File: src/rtl/ahblite_sram_slave_pkg.sv
// Shared AHB-Lite core definitions: transfer/size/response codes, the SRAM
// slave state encoding and the byte-enable decode also used by the LSU.
package ahblite_sram_slave_pkg;

  localparam logic [1:0] HTRANS_IDLE   = 2'b00;
  localparam logic [1:0] HTRANS_BUSY   = 2'b01;
  localparam logic [1:0] HTRANS_NONSEQ = 2'b10;
  localparam logic [1:0] HTRANS_SEQ    = 2'b11;

  localparam logic [2:0] HSIZE_BYTE = 3'd0;
  localparam logic [2:0] HSIZE_HALF = 3'd1;
  localparam logic [2:0] HSIZE_WORD = 3'd2;

  localparam logic HRESP_OKAY  = 1'b0;
  localparam logic HRESP_ERROR = 1'b1;

  typedef enum logic [2:0] {
    ST_IDLE     = 3'd0,
    ST_WR_DP    = 3'd1,
    ST_RD_DP    = 3'd2,
    ST_RD_STALL = 3'd3,
    ST_ERR1     = 3'd4,
    ST_ERR2     = 3'd5
  } state_t;

  // Lane enables for a 32-bit bus; unsupported sizes enable nothing.
  function automatic logic [3:0] byte_enables(input logic [2:0] size,
                                              input logic [1:0] addr_lo);
    logic [3:0] be;
    case (size)
      HSIZE_BYTE: be = 4'b0001 << addr_lo;
      HSIZE_HALF: be = 4'b0011 << addr_lo;
      HSIZE_WORD: be = 4'b1111;
      default:    be = 4'b0000;
    endcase
    return be;
  endfunction

endpackage

File: src/rtl/ahblite_sram_slave.sv
// AHB-Lite responder in front of a single-port synchronous SRAM: zero-wait
// reads and writes, one stall for a read behind a write, two-cycle ERROR.
module ahblite_sram_slave
  import ahblite_sram_slave_pkg::*;
#(
  parameter int                 HADDR_W   = 32,
  parameter int                 RAM_AW    = 14,
  parameter logic [HADDR_W-1:0] BASE_ADDR = '0
) (
  input  logic               clk,
  input  logic               rst,
  input  logic               hsel,
  input  logic [HADDR_W-1:0] haddr,
  input  logic [1:0]         htrans,
  input  logic               hwrite,
  input  logic [2:0]         hsize,
  input  logic [2:0]         hburst,
  input  logic [3:0]         hprot,
  input  logic               hmastlock,
  input  logic               hready,
  input  logic [31:0]        hwdata,
  output logic               hreadyout,
  output logic               hresp,
  output logic [31:0]        hrdata,
  output logic               ram_en,
  output logic [3:0]         ram_we,
  output logic [RAM_AW-1:0]  ram_addr,
  output logic [31:0]        ram_wdata,
  input  logic [31:0]        ram_rdata
);

  localparam int OFF_W = RAM_AW + 2;

  state_t           state;
  state_t           state_next;
  logic [OFF_W-1:0] addr_reg;
  logic [2:0]       size_reg;
  logic             write_reg;

  logic acc;
  logic ready;
  logic take;
  logic in_range;
  logic size_ok;
  logic aligned;
  logic legal;
  logic unused_inputs;

  assign unused_inputs = ^{hburst, hprot, hmastlock, htrans[0]};

  // Only states that finish a data phase this cycle can accept a new address.
  assign ready = (state != ST_RD_STALL) && (state != ST_ERR1);
  assign acc   = hsel & hready & htrans[1];
  assign take  = acc & ready;

  assign in_range = (haddr[HADDR_W-1:OFF_W] == BASE_ADDR[HADDR_W-1:OFF_W]);
  assign size_ok  = (hsize <= HSIZE_WORD);

  always_comb begin
    aligned = 1'b1;
    case (hsize)
      HSIZE_HALF: aligned = ~haddr[0];
      HSIZE_WORD: aligned = (haddr[1:0] == 2'b00);
      default:    aligned = 1'b1;
    endcase
  end

  assign legal = size_ok & aligned & in_range;

  always_ff @(posedge clk or posedge rst) begin
    if (rst) begin
      state <= ST_IDLE;
    end else begin
      state <= state_next;
    end
  end

  always_ff @(posedge clk or posedge rst) begin
    if (rst) begin
      addr_reg  <= '0;
      size_reg  <= '0;
      write_reg <= 1'b0;
    end else if (take && legal) begin
      addr_reg  <= haddr[OFF_W-1:0];
      size_reg  <= hsize;
      write_reg <= hwrite;
    end
  end

  always_comb begin
    state_next = ST_IDLE;
    case (state)
      ST_RD_STALL: state_next = ST_RD_DP;
      ST_ERR1:     state_next = ST_ERR2;
      default: begin
        if (take) begin
          if (!legal) begin
            state_next = ST_ERR1;
          end else if (hwrite) begin
            state_next = ST_WR_DP;
          end else if (state == ST_WR_DP) begin
            // The port is committing the write this cycle; issue the read next.
            state_next = ST_RD_STALL;
          end else begin
            state_next = ST_RD_DP;
          end
        end
      end
    endcase
  end

  always_comb begin
    hreadyout = ready;
    hresp     = HRESP_OKAY;
    hrdata    = '0;
    ram_en    = 1'b0;
    ram_we    = 4'b0000;
    ram_addr  = '0;
    ram_wdata = '0;

    case (state)
      ST_WR_DP: begin
        ram_en    = 1'b1;
        ram_we    = write_reg ? byte_enables(size_reg, addr_reg[1:0]) : 4'b0000;
        ram_addr  = addr_reg[OFF_W-1:2];
        ram_wdata = hwdata;
      end
      ST_RD_DP: begin
        hrdata = ram_rdata;
      end
      ST_RD_STALL: begin
        ram_en   = 1'b1;
        ram_addr = addr_reg[OFF_W-1:2];
      end
      ST_ERR1, ST_ERR2: begin
        hresp = HRESP_ERROR;
      end
      default: ;
    endcase

    // Zero-wait read: present the address to the SRAM during the address phase.
    if (take && legal && !hwrite && (state != ST_WR_DP)) begin
      ram_en   = 1'b1;
      ram_we   = 4'b0000;
      ram_addr = haddr[OFF_W-1:2];
    end
  end

endmodule
File: config.mk
export PLATFORM = sky130hd
export DESIGN_NAME = ahblite_sram_slave
export DESIGN_NICKNAME = d
export VERILOG_FILES = /design/src/rtl/ahblite_sram_slave_pkg.sv /design/src/rtl/ahblite_sram_slave.sv
export SDC_FILE = /design/constraint.sdc
export NUM_CORES = 1
export LEC_CHECK = 0
export CAP_MARGIN = 10
export CORE_MARGIN = 1
export CORE_UTILIZATION = 31
export CTS_CLUSTER_DIAMETER = 50
export DETAILED_ROUTE_END_ITERATION = 10
export PLACE_DENSITY = 0.88
export SETUP_SLACK_MARGIN = 0.02
export SLEW_MARGIN = 20
export SYNTH_ARGS = -nofsm -noshare
export SYNTH_HDL_FRONTEND = slang
export SYNTH_SLANG_ARGS = --single-unit
File: constraint.sdc
create_clock -name clk -period 3.2 [get_ports clk]
set_input_delay 0.48 -clock clk [delete_from_list [all_inputs] [get_ports clk]]
set_output_delay 0.48 -clock clk [all_outputs]
set_load 0.02 [all_outputs]
# After elaboration in Yosys (flattened, before gate mapping)
# Cells that the tools add are included.
totals:
  in_bits: 114
  ff_bits: 23
  output_inout_bits: 85
  word_cells: 52
op_classes:
  reduce_logical: 10
  n_shift: 2
  n_bitwise: 6
  n_lt_le_gt_ge: 1
  n_eq_ne: 12
  n_mux: 17
op_table:
  columns: ["operator", "count"]
  rows:
  - ["32-bit 2-to-1 mux", 2]
  - ["14-bit 2-to-1 mux", 2]
  - ["16-bit logical NOT", 1]
  - ["3-bit by 2-bit equality test with 1-bit output (second input constant)", 4]
  - ["4-bit 2-to-1 mux", 3]
  - ["4-bit one-hot mux with 3 select lines", 1]
  - ["3-bit by 1-bit equality test with 1-bit output (second input constant)", 3]
  - ["3-bit equality test (second input constant)", 2]
  - ["3-bit 2-to-1 mux", 2]
  - ["3-bit one-hot mux with 2 select lines", 1]
  - ["1-bit AND", 5]
  - ["1-bit logical AND", 4]
  - ["1-bit 2-to-1 mux", 4]
  - ["2-bit OR reduction", 2]
  - ["1-bit by 2-bit << shifter with 4-bit output (first input constant)", 1]
  - ["2-bit by 2-bit << shifter with 4-bit output (first input constant)", 1]
  - ["3-bit by 2-bit <= comparator with 1-bit output (second input constant)", 1]
  - ["3-bit logical NOT", 1]
  - ["3-bit by 1-bit != test with 1-bit output (second input constant)", 1]
  - ["3-bit by 2-bit != test with 1-bit output (second input constant)", 1]
  - ["3-bit != test (second input constant)", 1]
  - ["2-bit logical NOT", 1]
  - ["2-bit 2-to-1 mux", 1]
  - ["1-bit one-hot mux with 2 select lines", 1]
  - ["2 further kinds", 2]

# Longest topological paths before layout
# Gate-level depths: netlist of the first run.
depth:
  depth_word: 8
  mapped_depth: 6
  depth_no_buf: 4

# Worst setup path after synthesis of the first run
# No wires, ideal clock.
synth_path:
  path_kind: "input port to output port"
  startpoint: "input port haddr[27]"
  endpoint: "output port ram_addr[0]"
  t_arrival_ns: 1.967
  cell_stages: 4
  path_slack_ns: 0.753
  cell_sequence: "nor4_1 > and4_1 > nand3_2 > o41ai_1"
synth_between:
  elab_chain_cells: 6
synth_rtl:
  columns: ["element", "line", "rtl"]
  rows:
  - ["start, declared", "ahblite_sram_slave.sv:13", "input logic [HADDR_W-1:0] haddr,"]
  - ["16-bit logical NOT", "ahblite_sram_slave.sv:56", "assign in_range = (haddr[HADDR_W-1:OFF_W] == BASE_ADDR[HADDR_W-1:OFF_W]);"]
  - ["1-bit AND", "ahblite_sram_slave.sv:68", "assign legal = size_ok & aligned & in_range;"]
  - ["1-bit logical AND (3 in series)", "ahblite_sram_slave.sv:142", "if (take && legal && !hwrite && (state != ST_WR_DP)) begin"]
  - ["14-bit 2-to-1 mux", "ahblite_sram_slave.sv:142", null]
  - ["end, declared", "ahblite_sram_slave.sv:27", "output logic [RAM_AW-1:0] ram_addr,"]
# No other way between the ends.

# Final worst setup path of the first run
layout_path:
  startpoint: "input port haddr[26]"
  endpoint: "output port ram_en"
layout_between:
  elab_chain_cells: 6
layout_rtl:
  columns: ["element", "line", "rtl"]
  rows:
  - ["16-bit logical NOT", "ahblite_sram_slave.sv:56", null]
  - ["1-bit AND", "ahblite_sram_slave.sv:68", null]
  - ["1-bit logical AND (3 in series)", "ahblite_sram_slave.sv:142", null]
  - ["1-bit 2-to-1 mux", "ahblite_sram_slave.sv:142", null]
  - ["end, declared", "ahblite_sram_slave.sv:25", "output logic ram_en,"]
# No other way between the ends.

==> results by group, run 1 <==
Global route
  • Initial antenna violation count: 0
  • Largest net degree at the start of global routing: 33
  • Total track usage: 20.7%
  • Grt ovf: 0
  • Number of global-route vias before repair: 2211
  • Wire length of the first global-routing pass: 10.3 mm

STA
  • Crit path time final: 2950 ps
  • Peak Freq: 0.339 GHz
  • Max Clock Skew: 1.67 ps
  • RSZ-0062 raised after global routing: no
  • Final worst path period share: 92.2%
  • Final Hold Viols: 0
  • Relative slew slack: 39.3%
  • Slew Limit Fails: 0
  • Least-Margin Pin Slew: 910 ps
  • # setup viols final: 0
  • Final setup TNS: 0 ps

Power
  • Net switching fraction of the power: 37.8%
  • Power Density: 320 nW/um^2
  • Leak pwr: 1.81 nW
  • Maximum vdd drop: 195 uV
  • Combinational group share of total power: 59.8%
  • Clk pwr share: 14.9%
  • Int Power: 769 uW
  • Psw: 468 uW
  • Register share of total power: 25.3%
  • Tot Pwr: 1.24 mW

Cells and area
  • Nets: 507
  • Fraction of layout cells with a size suffix above 1: 10.2%
  • Ant. Diodes: 0
  • Area delta synth->final: 108%
  • Fin cells: 464
  • Fin area: 3870 um^2
  • Max reg flops: 16

Critical path
  • CP Max Fanout: 11
  • CP endpoint kind: primary output
  • Setup crit start kind: input pin
  • Worst reg2reg path depth: 5
  • Critical Path RT: 2720 ps
  • CP Class: in -> out
  • Worst EP arrival: 2470 ps

Clock tree
  • CTS Buffer Depth: 2
  • CTS H-tree lvls: 1
  • CTS Buf Count: 3
  • CTS Root Buffer Type: clkbuf_8
  • # Post-CTS Setup Buffers: 0
  • CTS sink cnt: 23
  • CTS tree: yes
  • Clock latency at the later pin of the worst-skew pair: 260 ps
  • CTS clk-pin slew, worst paths: 80 ps

Synthesis
  • Post-synth cell types: 34
  • Post-synth EDFFs: 0
  • Mapped cell area: 1860 um^2
  • Synth Instances: 206
  • Number of synthesized register bits: 23
  • Register area share after synthesis: 31.0%
  • Asr flop ratio synth: 100%
  • Syn_nets: 320
  • Syn. warnings: 0
  • Avg Cell Area, Syn: 9.02 um^2
  • Ys flop type: dfrtp_1

Drt
  • ANT nets after route: 0
  • Vias/cell: 4.63
  • Routed length per instance: 14.3 um
  • Drt drc: 0
  • Drt total wl: 6.65 mm
  • Drt pass-1 iters: 4
  • Via count: 2148
  • Starting DRT DRC Count: 50

Die
  • CORE AREA: 5640 um^2
  • DIE HEIGHT: 79.4 um
  • Initial core utilization: 32.9%
  • Die ar.: 6310 um^2
  • Number of top-level pins: 199
  • # rows: 27
  • Die span in x: 79.4 um

Status
  • Run status: finished, final reports clean

Place
  • Placer Congestion: 0.761
  • Post-DP HPWL: 5.41 mm
  • Placed cell area: 3810 um^2
  • Dpl cells: 460
  • # port buffers: 189

Min path
  • HP Class: reg -> reg
  • Hold path depth: 1

Run
  • Max_cap viols: 0
-- Yosys cell counts (6+ instances only) --
master    count  area share, %
mux2_4       10            8.1
nand2_1      17            3.4
o41ai_1       8            3.8
mux2_2        9            5.5
nor2_1        6            1.2
dfrtp_1      23             31
inv_1        15            3.0
clkbuf_1      8            1.6
and2_1       65             22
o41ai_2       6            5.3
-- power by group through the flow --
stage          registers [mW]  clock network, mW  logic, mW
2_1_floorplan           0.316                  0      0.348
3_3_place_gp            0.319                  0      0.733
3_5_place_dp            0.320                  0      0.741
4_1_cts                 0.314              0.186      0.746
5_1_grt                 0.317              0.201      0.794
6_report                0.314              0.184      0.740
-- path summary, 6_finish.rpt --
check                                   startpoint                       to  slack [ps]
setup / recovery                         haddr[26]                   ram_en         250
hold / removal             size_reg[2]$_DFFE_PP0P_  size_reg[2]$_DFFE_PP0P_         510
setup reg to reg                state[2]$_DFF_PP0_  addr_reg[8]$_DFFE_PP0P_        1320
hold reg to reg            size_reg[2]$_DFFE_PP0P_  size_reg[2]$_DFFE_PP0P_         510
max in group asynchronous                      rst  addr_reg[5]$_DFFE_PP0P_        1940
min in group asynchronous                      rst  addr_reg[0]$_DFFE_PP0P_         710
-- stage by stage --
step	worst slack, ps	hold WS (ps)	util [%]
global placement	-80.9	459	67.6
detailed placement	-38.6	468	67.6
global route	67.7	534	68.6
finish	249	509	68.6
floorplan	753	443	-
CTS	42.5	516	68.2
-- kinds of logic after synthesis --
group,count (synthesis),synth area share [%]
AND/OR/NAND/NOR,107,33.7
buffers and inverters,30,7.95
AO/OA/AOI/OAI,26,13.3
flip-flops,23,31.0
multiplexers,20,14.1
-- worst max-delay path, stage by stage --
cell	delay, ps
clkdlybuf4s50_1	410
nor4_1	240
and4_1	290
nand3_2	100
buf_4	200
o21bai_1	130
clkdlybuf4s50_1	620
-- layer usage --
layer / wire [um] / track usage [%] / vias up
met1: 2430 / 22.6 / 979
li1: - / - / 1063
met2: 3500 / 37.6 / 100
met3: 659 / 8.11 / 6
met5: 0 / 0 / -
met4: 57 / 3.82 / 0
-- cell usage in the layout (no fill, tap or decap), types with 2 or more instances in the layout --
cell type          n
clkbuf_8           3
buf_4              8
mux2_4            10
o41ai_1            8
o21ai_0            3
a211oi_1           2
nand2b_1           2
and2_1            65
nor2b_1            3
nand2_1           17
and3_1             2
nor2_1             6
mux2_2             9
dfrtp_1           23
clkdlybuf4s50_1  174
o41ai_2            6
dlygate4sd2_1      7
dlymetal6s2s_1     8
o21bai_1           2
inv_1             15
nor4_1             3
nor3b_2            2
a21oi_1            3
-- repair_timing --
item	CTS	global route
hold buffers	0	0
gates cloned	0	0
hold endpoints to repair	0	0
endpoints found under the setup margin	7	8
gates resized for setup	7	8
-- layout make-up --
class                      instances  area [um^2]
clock buffer                       4         45.0
fill                             454         1770
inverter                          15         56.3
multi-input combinational        153         1140
sequential                        23          576
tap                               72         90.1
timing repair buffer             197         1960
Note: power is estimated with default switching activity, not from simulation.
==> inputs of run 2 (changes only) <==
Settings changed: CAP_MARGIN 10 to not set.
==> results of run 2 <==
No change in the layout: final DEF, timing and power equal those of run 1.
